## src/rtl/lns_log_multiply_stage_if.sv

```systemverilog
// Operand/result bus of the LNS log-domain multiply stage.
// The slave modport is the stage side; the master modport is the producer/consumer side.
interface lns_log_multiply_stage_if #(
  parameter int unsigned X_BITS   = 8,
  parameter int unsigned INT_BITS = 8
);
  logic [INT_BITS-1:0] a_int;
  logic [X_BITS-1:0]   a_frac;
  logic                a_sign;
  logic                a_zero;
  logic [INT_BITS-1:0] b_int;
  logic [X_BITS-1:0]   b_frac;
  logic                b_sign;
  logic                b_zero;
  logic                data_in_valid;
  logic                data_in_enable;
  logic [X_BITS-1:0]   data_out_frac;
  logic [INT_BITS-1:0] data_out_int;
  logic                data_out_sign;
  logic                data_out_zero;
  logic                data_out_sat;
  logic                data_out_valid;
  logic                data_out_enable;

  modport slave (
    input  a_int, a_frac, a_sign, a_zero,
    input  b_int, b_frac, b_sign, b_zero,
    input  data_in_valid, data_out_enable,
    output data_in_enable,
    output data_out_frac, data_out_int, data_out_sign, data_out_zero, data_out_sat,
    output data_out_valid
  );

  modport master (
    output a_int, a_frac, a_sign, a_zero,
    output b_int, b_frac, b_sign, b_zero,
    output data_in_valid, data_out_enable,
    input  data_in_enable,
    input  data_out_frac, data_out_int, data_out_sign, data_out_zero, data_out_sat,
    input  data_out_valid
  );
endinterface

```

## src/rtl/lns_log_multiply_stage.sv

```systemverilog
// LNS multiply stage: saturating log-magnitude add, sign XOR, zero propagation,
// results queued in a small FIFO ahead of the exponentiator.
module lns_log_multiply_stage #(
  parameter int unsigned X_BITS   = 8,
  parameter int unsigned INT_BITS = 8,
  parameter int unsigned DEPTH    = 2
) (
  input  logic                    clk,
  input  logic                    rstn,
  lns_log_multiply_stage_if.slave bus
);
  localparam int unsigned W     = INT_BITS + X_BITS;
  localparam int unsigned PTR_W = (DEPTH > 1) ? $clog2(DEPTH) : 1;
  localparam int unsigned CNT_W = $clog2(DEPTH + 1);

  typedef struct packed {
    logic [INT_BITS-1:0] ipart;
    logic [X_BITS-1:0]   frac;
    logic                sign;
    logic                zero;
    logic                sat;
  } entry_t;

  entry_t             mem_q [DEPTH];
  entry_t             mem_d [DEPTH];
  logic [PTR_W-1:0]   wr_ptr_q, wr_ptr_d;
  logic [PTR_W-1:0]   rd_ptr_q, rd_ptr_d;
  logic [CNT_W-1:0]   count_q, count_d;

  logic [W:0]         sum_c;
  logic [W-1:0]       log_c;
  logic               ovf_c;
  entry_t             result_c;
  entry_t             head_c;
  logic               push_c;
  logic               pop_c;

  // Sign-extended add at W+1 bits; disagreement of the top two bits means overflow.
  always_comb begin
    sum_c = {bus.a_int[INT_BITS-1], bus.a_int, bus.a_frac}
          + {bus.b_int[INT_BITS-1], bus.b_int, bus.b_frac};
    ovf_c = sum_c[W] ^ sum_c[W-1];
    if (!ovf_c)        log_c = sum_c[W-1:0];
    else if (sum_c[W]) log_c = {1'b1, {(W-1){1'b0}}};
    else               log_c = {1'b0, {(W-1){1'b1}}};

    result_c = '0;
    if (bus.a_zero || bus.b_zero) begin
      result_c.zero = 1'b1;
    end else begin
      result_c.ipart = log_c[W-1:X_BITS];
      result_c.frac  = log_c[X_BITS-1:0];
      result_c.sign  = bus.a_sign ^ bus.b_sign;
      result_c.sat   = ovf_c;
    end
  end

  assign push_c = bus.data_in_valid && (count_q != CNT_W'(DEPTH));
  assign pop_c  = (count_q != '0) && bus.data_out_enable;

  always_comb begin
    mem_d    = mem_q;
    wr_ptr_d = wr_ptr_q;
    rd_ptr_d = rd_ptr_q;
    count_d  = count_q;
    if (push_c) begin
      mem_d[wr_ptr_q] = result_c;
      wr_ptr_d        = wr_ptr_q + PTR_W'(1);
    end
    if (pop_c) rd_ptr_d = rd_ptr_q + PTR_W'(1);
    case ({push_c, pop_c})
      2'b10:   count_d = count_q + CNT_W'(1);
      2'b01:   count_d = count_q - CNT_W'(1);
      default: count_d = count_q;
    endcase
  end

  always_ff @(posedge clk or negedge rstn) begin
    if (!rstn) begin
      mem_q    <= '{default: '0};
      wr_ptr_q <= '0;
      rd_ptr_q <= '0;
      count_q  <= '0;
    end else begin
      mem_q    <= mem_d;
      wr_ptr_q <= wr_ptr_d;
      rd_ptr_q <= rd_ptr_d;
      count_q  <= count_d;
    end
  end

  // Head entry is blanked when empty so no stale result is ever shown.
  assign head_c = (count_q != '0) ? mem_q[rd_ptr_q] : '0;

  assign bus.data_in_enable = (count_q != CNT_W'(DEPTH));
  assign bus.data_out_valid = (count_q != '0);
  assign bus.data_out_int   = head_c.ipart;
  assign bus.data_out_frac  = head_c.frac;
  assign bus.data_out_sign  = head_c.sign;
  assign bus.data_out_zero  = head_c.zero;
  assign bus.data_out_sat   = head_c.sat;
endmodule

```

## src/flat_wrapper.sv

```systemverilog
// flat-port wrapper written by rule: the top's interface ports become plain ports
module lns_log_multiply_stage_flat 
#(
  parameter int unsigned X_BITS   = 8,
  parameter int unsigned INT_BITS = 8,
  parameter int unsigned DEPTH    = 2
)
  (clk, rstn, bus_a_int, bus_a_frac, bus_a_sign, bus_a_zero, bus_b_int, bus_b_frac, bus_b_sign, bus_b_zero, bus_data_in_valid, bus_data_out_enable, bus_data_in_enable, bus_data_out_frac, bus_data_out_int, bus_data_out_sign, bus_data_out_zero, bus_data_out_sat, bus_data_out_valid);
  lns_log_multiply_stage_if #(.X_BITS(X_BITS), .INT_BITS(INT_BITS)) bus_i ();
  input  logic clk;
  input  logic rstn;
  input wire logic [$bits(bus_i.a_int)-1:0] bus_a_int;
  input wire logic [$bits(bus_i.a_frac)-1:0] bus_a_frac;
  input wire logic [$bits(bus_i.a_sign)-1:0] bus_a_sign;
  input wire logic [$bits(bus_i.a_zero)-1:0] bus_a_zero;
  input wire logic [$bits(bus_i.b_int)-1:0] bus_b_int;
  input wire logic [$bits(bus_i.b_frac)-1:0] bus_b_frac;
  input wire logic [$bits(bus_i.b_sign)-1:0] bus_b_sign;
  input wire logic [$bits(bus_i.b_zero)-1:0] bus_b_zero;
  input wire logic [$bits(bus_i.data_in_valid)-1:0] bus_data_in_valid;
  input wire logic [$bits(bus_i.data_out_enable)-1:0] bus_data_out_enable;
  output wire logic [$bits(bus_i.data_in_enable)-1:0] bus_data_in_enable;
  output wire logic [$bits(bus_i.data_out_frac)-1:0] bus_data_out_frac;
  output wire logic [$bits(bus_i.data_out_int)-1:0] bus_data_out_int;
  output wire logic [$bits(bus_i.data_out_sign)-1:0] bus_data_out_sign;
  output wire logic [$bits(bus_i.data_out_zero)-1:0] bus_data_out_zero;
  output wire logic [$bits(bus_i.data_out_sat)-1:0] bus_data_out_sat;
  output wire logic [$bits(bus_i.data_out_valid)-1:0] bus_data_out_valid;
  assign bus_i.a_int = bus_a_int;
  assign bus_i.a_frac = bus_a_frac;
  assign bus_i.a_sign = bus_a_sign;
  assign bus_i.a_zero = bus_a_zero;
  assign bus_i.b_int = bus_b_int;
  assign bus_i.b_frac = bus_b_frac;
  assign bus_i.b_sign = bus_b_sign;
  assign bus_i.b_zero = bus_b_zero;
  assign bus_i.data_in_valid = bus_data_in_valid;
  assign bus_i.data_out_enable = bus_data_out_enable;
  assign bus_data_in_enable = bus_i.data_in_enable;
  assign bus_data_out_frac = bus_i.data_out_frac;
  assign bus_data_out_int = bus_i.data_out_int;
  assign bus_data_out_sign = bus_i.data_out_sign;
  assign bus_data_out_zero = bus_i.data_out_zero;
  assign bus_data_out_sat = bus_i.data_out_sat;
  assign bus_data_out_valid = bus_i.data_out_valid;
  lns_log_multiply_stage #(.X_BITS(X_BITS), .INT_BITS(INT_BITS), .DEPTH(DEPTH)) u_core (.clk(clk), .rstn(rstn), .bus(bus_i));
endmodule
```

## config.mk

```make
export PLATFORM = sky130hd
export DESIGN_NAME = lns_log_multiply_stage_flat
export DESIGN_NICKNAME = d
export VERILOG_FILES = /design/src/rtl/lns_log_multiply_stage_if.sv /design/src/rtl/lns_log_multiply_stage.sv /design/src/flat_wrapper.sv
export SDC_FILE = /design/constraint.sdc
export NUM_CORES = 1
export LEC_CHECK = 0
export ABC_CLOCK_PERIOD_IN_PS = 2100
export BUFFER_PORTS_ARGS = -buffer_cell sky130_fd_sc_hd__buf_4
export CORE_MARGIN = 3
export CORE_UTILIZATION = 45
export CTS_CLUSTER_SIZE = 12
export DETAILED_ROUTE_END_ITERATION = 6
export GPL_TIMING_DRIVEN = 0
export PLACE_DENSITY = 0.78
export SKIP_CTS_REPAIR_TIMING = 1
export SYNTH_ARGS = -nofsm -noshare
export SYNTH_HDL_FRONTEND = slang
export SYNTH_SLANG_ARGS = --single-unit
```

## constraint.sdc

```tcl
create_clock -name clk -period 2.1 [get_ports clk]
set_input_delay 0.21 -clock clk [delete_from_list [all_inputs] [get_ports clk]]
set_output_delay 0.21 -clock clk [all_outputs]
set_load 0.02 [all_outputs]
```

# Word-level counts from Yosys, hierarchy flattened
# Cells that the tools add are included.
[word_totals]
wordCells = 47
reg_bits = 42
input_bits = 40
output_inout_bits = 21
[classes]
eq_ne = 3
n_addsub = 5
muxes = 13
magnitude_cmp = 3
n_reduce_logical = 6
bitwise = 4
[op_table]
columns = ["op", "n"]
rows = [
  ["2-to-1 mux 19 bit", 5],
  ["bitwise mux 38 bit", 1],
  ["2-to-1 mux 16 bit", 2],
  ["demux 19 bit (select 1 bit)", 1],
  ["adder 16 x 16 -> 17 bit", 1],
  ["2-to-1 mux 17 bit", 1],
  ["greater-or-equal comparator 2 bit, second input constant", 2],
  ["NOT 1 -> 2 bit", 2],
  ["one-hot mux 2 bit (2 select lines)", 1],
  ["nonzero test 2 bit", 2],
  ["logical AND 1 bit", 3],
  ["adder 1 bit, second input constant", 2],
  ["adder 2 x 1 -> 2 bit, second input constant", 1],
  ["equality test 2 x 1 -> 1 bit, second input constant", 1],
  ["equality test 2 bit, second input constant", 1],
  ["less-than comparator 2 x 1 -> 1 bit, second input constant", 1],
  ["2-to-1 mux 1 bit", 2],
  ["inequality test 2 bit, second input constant", 1],
  ["subtractor 2 x 1 -> 2 bit, second input constant", 1],
  ["XOR 1 bit", 2],
  ["logical OR 1 bit", 1],
]

# Logic depth before layout (Yosys ltp)
[depth]
word_depth = 6
ltp_mapped = 10
depth_no_buf = 8

# Worst setup path before layout
# OpenSTA, ideal clock, no wires.
[synth_path]
kind = "input port to flip-flop"
startpoint = "in bus_b_frac[0]"
endpoint = "reg u_core.mem_q[30] in the netlist's numbering"
setup_time_ns = 0.128
slack_ns = -0.334
required_ns = 1.972
path_buffers = 2
arrival_time_ns = 2.306
stages = 10
cell_sequence = "ha_1 fa_1 a211oi_1 o211a_1 nor3b_1 o32a_1 buf_2 a21oi_2 buf_2 a21oi_1"
[synth_between]
elab_chain_len = 5
elab_cells_between_ends = 6
classes_between = "add/sub (1); mux (4); bitwise (1)"
[synth_lines]
columns = ["element", "line", "source"]
rows = [
  ["start, declared", "flat_wrapper.sv:17", "input wire logic [$bits(bus_i.b_frac)-1:0] bus_b_frac;"],
  ["adder 16 x 16 -> 17 bit (*)", "lns_log_multiply_stage.sv:41", "+ {bus.b_int[INT_BITS-1], bus.b_int, bus.b_frac};"],
  ["2-to-1 mux 16 bit / XOR 1 bit (equally long branches)", "lns_log_multiply_stage.sv:44, lns_log_multiply_stage.sv:42", ""],
  ["2-to-1 mux 16 bit (*)", "lns_log_multiply_stage.sv:43", "if (!ovf_c) log_c = sum_c[W-1:0];"],
  ["2-to-1 mux 17 bit (*)", "lns_log_multiply_stage.sv:48", "if (bus.a_zero || bus.b_zero) begin"],
  ["bitwise mux 38 bit (*)", "lns_log_multiply_stage.sv:67", "mem_d[wr_ptr_q] = result_c;"],
  ["end signal, assigned", "lns_log_multiply_stage.sv:85", "mem_q <= mem_d;"],
  ["end, declared", "lns_log_multiply_stage.sv:24", "entry_t mem_q [DEPTH];"],
]
# Mark *: on every way between the ends. The rest lies on a longest branch, timed or not.
# A chain may end at the register's enable or synchronous reset.

# Worst setup path after layout
[layout_path]
startpoint = "in bus_a_frac[0]"
endpoint = "reg u_core.mem_q[31] in the netlist's numbering"
[layout_between]
elab_chain_len = 5
elab_cells_between_ends = 6
classes_between = "add/sub (1); mux (4); bitwise (1)"
[layout_lines]
columns = ["element", "line", "source"]
rows = [
  ["start, declared", "flat_wrapper.sv:13", "input wire logic [$bits(bus_i.a_frac)-1:0] bus_a_frac;"],
  ["adder 16 x 16 -> 17 bit (*)", "lns_log_multiply_stage.sv:41", ""],
  ["2-to-1 mux 16 bit / XOR 1 bit (equally long branches)", "lns_log_multiply_stage.sv:44, lns_log_multiply_stage.sv:42", ""],
  ["2-to-1 mux 16 bit (*)", "lns_log_multiply_stage.sv:43", ""],
  ["2-to-1 mux 17 bit (*)", "lns_log_multiply_stage.sv:48", ""],
  ["bitwise mux 38 bit (*)", "lns_log_multiply_stage.sv:67", ""],
]
# Marks and branches as above.

==> results.sh <==
export IMPL_worst_slack_ns=-0.179
export IMPL_path_delay_family="compound AO/OA/AOI/OAI gates"
export IMPL_status="complete, but fails checks"
export IMPL_die_h_um=85.2
export IMPL_initial_core_util=0.472
export IMPL_clock_latency_ns=0.30
export IMPL_crit_type="in -> reg"
export IMPL_fmax_mhz=439
export IMPL_period_share=1.09
export IMPL_fin_nets=466
export IMPL_synthFlopType="dfrtp_1"
export IMPL_crit_path_end_kind="register"
export IMPL_cp_buffers_inverters=3
export IMPL_cp_max_fo=5
export IMPL_slowest_delay_ns=0.38
export IMPL_core_rowCount=28
export IMPL_crit_path_frequent_cell="buf_6"
export IMPL_root_buffer="clkbuf_8"
export IMPL_syn_nets=383
export IMPL_final_common_cell="buf_4"
export IMPL_routed_via_density=5.76
export IMPL_grt_ovfl_total=0
export IMPL_cp_depth=11
export IMPL_cap_violations=0
export IMPL_synth_edf_count=0
export IMPL_power_leakage_nw=1.78
export IMPL_yosysTopAreaCellShare=0.372
export IMPL_wl_um=7540
export IMPL_drtIter0Drc=181
export IMPL_port_buffer_count=60
export IMPL_mostFrequentLayoutCells="buf_4 (67), dfrtp_1 (42), o21ai_0 (36)"
export IMPL_path_cells="buf_6 -> ha_4 -> fa_2 -> a211oi_2 -> o211a_1 -> nor3b_2 -> o32a_1 -> buf_6 -> a21oi_4 -> buf_6 -> a21oi_2"
export IMPL_cts_tree="built"
export IMPL_layout_drive_gt1_share=0.335
export IMPL_dpl_cell_count=460
export IMPL_synth_distinct_cells=45
export IMPL_h_tree_depth=2
export IMPL_antenna_found_initial=0
export IMPL_required_ns=2.28
export IMPL_hold_path_class="in -> reg"
export IMPL_r2r_end="u_core.mem_q[29]$_DFFE_PN0P_"
export IMPL_grt_max_degree=43
export IMPL_clk_pin_slew_ns=0.07
export IMPL_violations="negative setup slack"
export IMPL_drc=0
export IMPL_ir_drop_uv=1030
export IMPL_yosys_area_top_type="dfrtp_1"
export IMPL_grt_total_usage=0.192
export IMPL_postSynthCellCount=325
export IMPL_hpwl_um=5070
export IMPL_core_area_mm2=0.00599
export IMPL_grt_setup_unrepaired="yes"
export IMPL_ys_seq_area_frac=0.372
export IMPL_antenna_cells=0
export IMPL_synth_area_leaders="dfrtp_1 (37%), ha_1 (7.5%), a21oi_1 (7.4%)"
export IMPL_avgSynthCellArea_um2=8.69
export IMPL_slew_viol_final=0
export IMPL_cts_buffers=5
export IMPL_synthesis_area_mm2=0.00283
export IMPL_cp_data_arrival_time_ns=2.46
export IMPL_first_pass_iters=5
export IMPL_tns_ns=-4.30
export IMPL_max_slew_margin=0.508
export IMPL_num_io_pins=61
export IMPL_ff2ff_path_depth=7
export IMPL_wl_per_cell_um=15.6
export IMPL_die_area_mm2=0.00727
export IMPL_area_delta_synth_final_pct=36.8
export IMPL_r2r_start="u_core.count_q[0]$_DFFE_PN0P_"
export IMPL_cts_buffer_depth=2
export IMPL_gp_congestion=0.875
export IMPL_ant_nets=0
export IMPL_cp_start_kind="input port"
export IMPL_setup_violations_final=30
export IMPL_period_minus_slack_ns=2.28
export IMPL_clkSinkCount=42
export IMPL_hold_depth=5
export IMPL_power_density_mw_per_mm2=1340
export IMPL_num_vias=2786
export IMPL_layoutNonFillerInstCount=484
export IMPL_hp_start="bus_a_sign"
export IMPL_async_flop_share=1.00
export IMPL_hold_violations=0
export IMPL_die_width_um=85.2
export IMPL_first_global_vias=2531
export IMPL_ys_ff_latch=42
export IMPL_r2r_slack_ns=0.08
export IMPL_post_route_util=0.645
export IMPL_clock_skew_ns=0.00526
export IMPL_grt_pass1_wl_um=11500
export IMPL_slowest_stage="o32a_1"
export IMPL_hold_path_end="u_core.mem_q[21]$_DFFE_PN0P_"
export IMPL_tightestPinTransition_ns=0.738
export IMPL_yosys_warnings=0
==> routing by layer <==
layer	vias to the layer above	routed length, um	part of all wire	GRT usage
li1	1347	-	-	-
met1	1326	3250	0.43	0.261
met2	98	3770	0.50	0.321
met3	15	422	0.056	0.0301
met4	0	97	0.013	0.0518
met5	-	0	0	0
==> stage by stage <==
stage	setup slack (ns)	total power [W]	hold WS [ns]	instance area, um2
after floorplan	-0.101	0.00315	-0.0856	2880
after global placement	-0.547	0.00400	0.214	3420
after detailed placement	-0.582	0.00405	0.217	3420
after CTS	-0.278	0.00484	-0.100	3560
after global routing	-0.229	0.00549	0.290	3860
final	-0.179	0.00517	0.278	3860
==> layout make-up <==
| cell class | count | area, um2 |
|---|---|---|
| buffer | 17 | 98.8 |
| clock buffer | 6 | 82.6 |
| clock inverter | 2 | 60.1 |
| fill | 504 | 2130 |
| inverter | 5 | 18.8 |
| multi-input combinational | 261 | 1860 |
| sequential | 42 | 1050 |
| tap | 75 | 93.8 |
| timing repair buffer | 76 | 597 |
==> Yosys cell counts, types with 6 or more instances <==
cell type and n:
ha_1 17, a21oi_1 42, mux2i_1 19, o21ai_1 8, nor2_1 29, o211ai_1 7, nand2_1 28, xnor2_1 8
xor2_1 6, clkbuf_1 10, o21ai_0 40, dfrtp_1 42
==> sequential cells by signal, indices dropped and copies added (netlist names) <==
signal / count
u_core.mem_q: 38
u_core.count_q: 2
u_core.rd_ptr_q: 1
u_core.wr_ptr_q: 1
==> how the worst max path moves through the flow <==
stage | to | from | slack, ns
4_1_cts | u_core.mem_q[30]$_DFFE_PN0P_ | bus_b_frac[2] | -0.28
5_1_grt | u_core.mem_q[11]$_DFFE_PN0P_ | bus_b_frac[0] | -0.23
3_5_place_dp | u_core.mem_q[30]$_DFFE_PN0P_ | bus_b_frac[2] | -0.58
3_3_place_gp | u_core.mem_q[15]$_DFFE_PN0P_ | bus_b_frac[0] | -0.55
6_report | u_core.mem_q[31]$_DFFE_PN0P_ | bus_a_frac[0] | -0.18
2_1_floorplan | u_core.mem_q[10]$_DFFE_PN0P_ | bus_b_frac[0] | -0.10
==> power by group <==
group	internal, W	total [W]	switching, W
Combinational	0.00123	0.00296	0.00173
Sequential	0.00121	0.00143	0.000218
Clock	0.000507	0.000782	0.000275
==> worst reg2reg max path, stage by stage, from the launching register on <==
cell,delay [ns]
dfrtp_1,0.41
nand2b_1,0.20
nand2_1,0.14
nor2_2,0.33
nand2_1,0.27
buf_1,0.29
o21ai_0,0.21
a21oi_2,0.06
==> cell families (layout without fill, tap and decap cells) <==
group                      Yosys count  after routing  share of synthesized area
AOI/OAI and AO/OA                  127            127                      0.268
and+or+nand+nor                     83             83                      0.133
DFF                                 42             42                      0.372
buffers and inverters               22            106                     0.0332
muxes                               19             19                     0.0673
adders and majority gates           18             18                     0.0824
xor gates and xnor gates            14             14                     0.0434
Power figures use the tool's default switching activity.
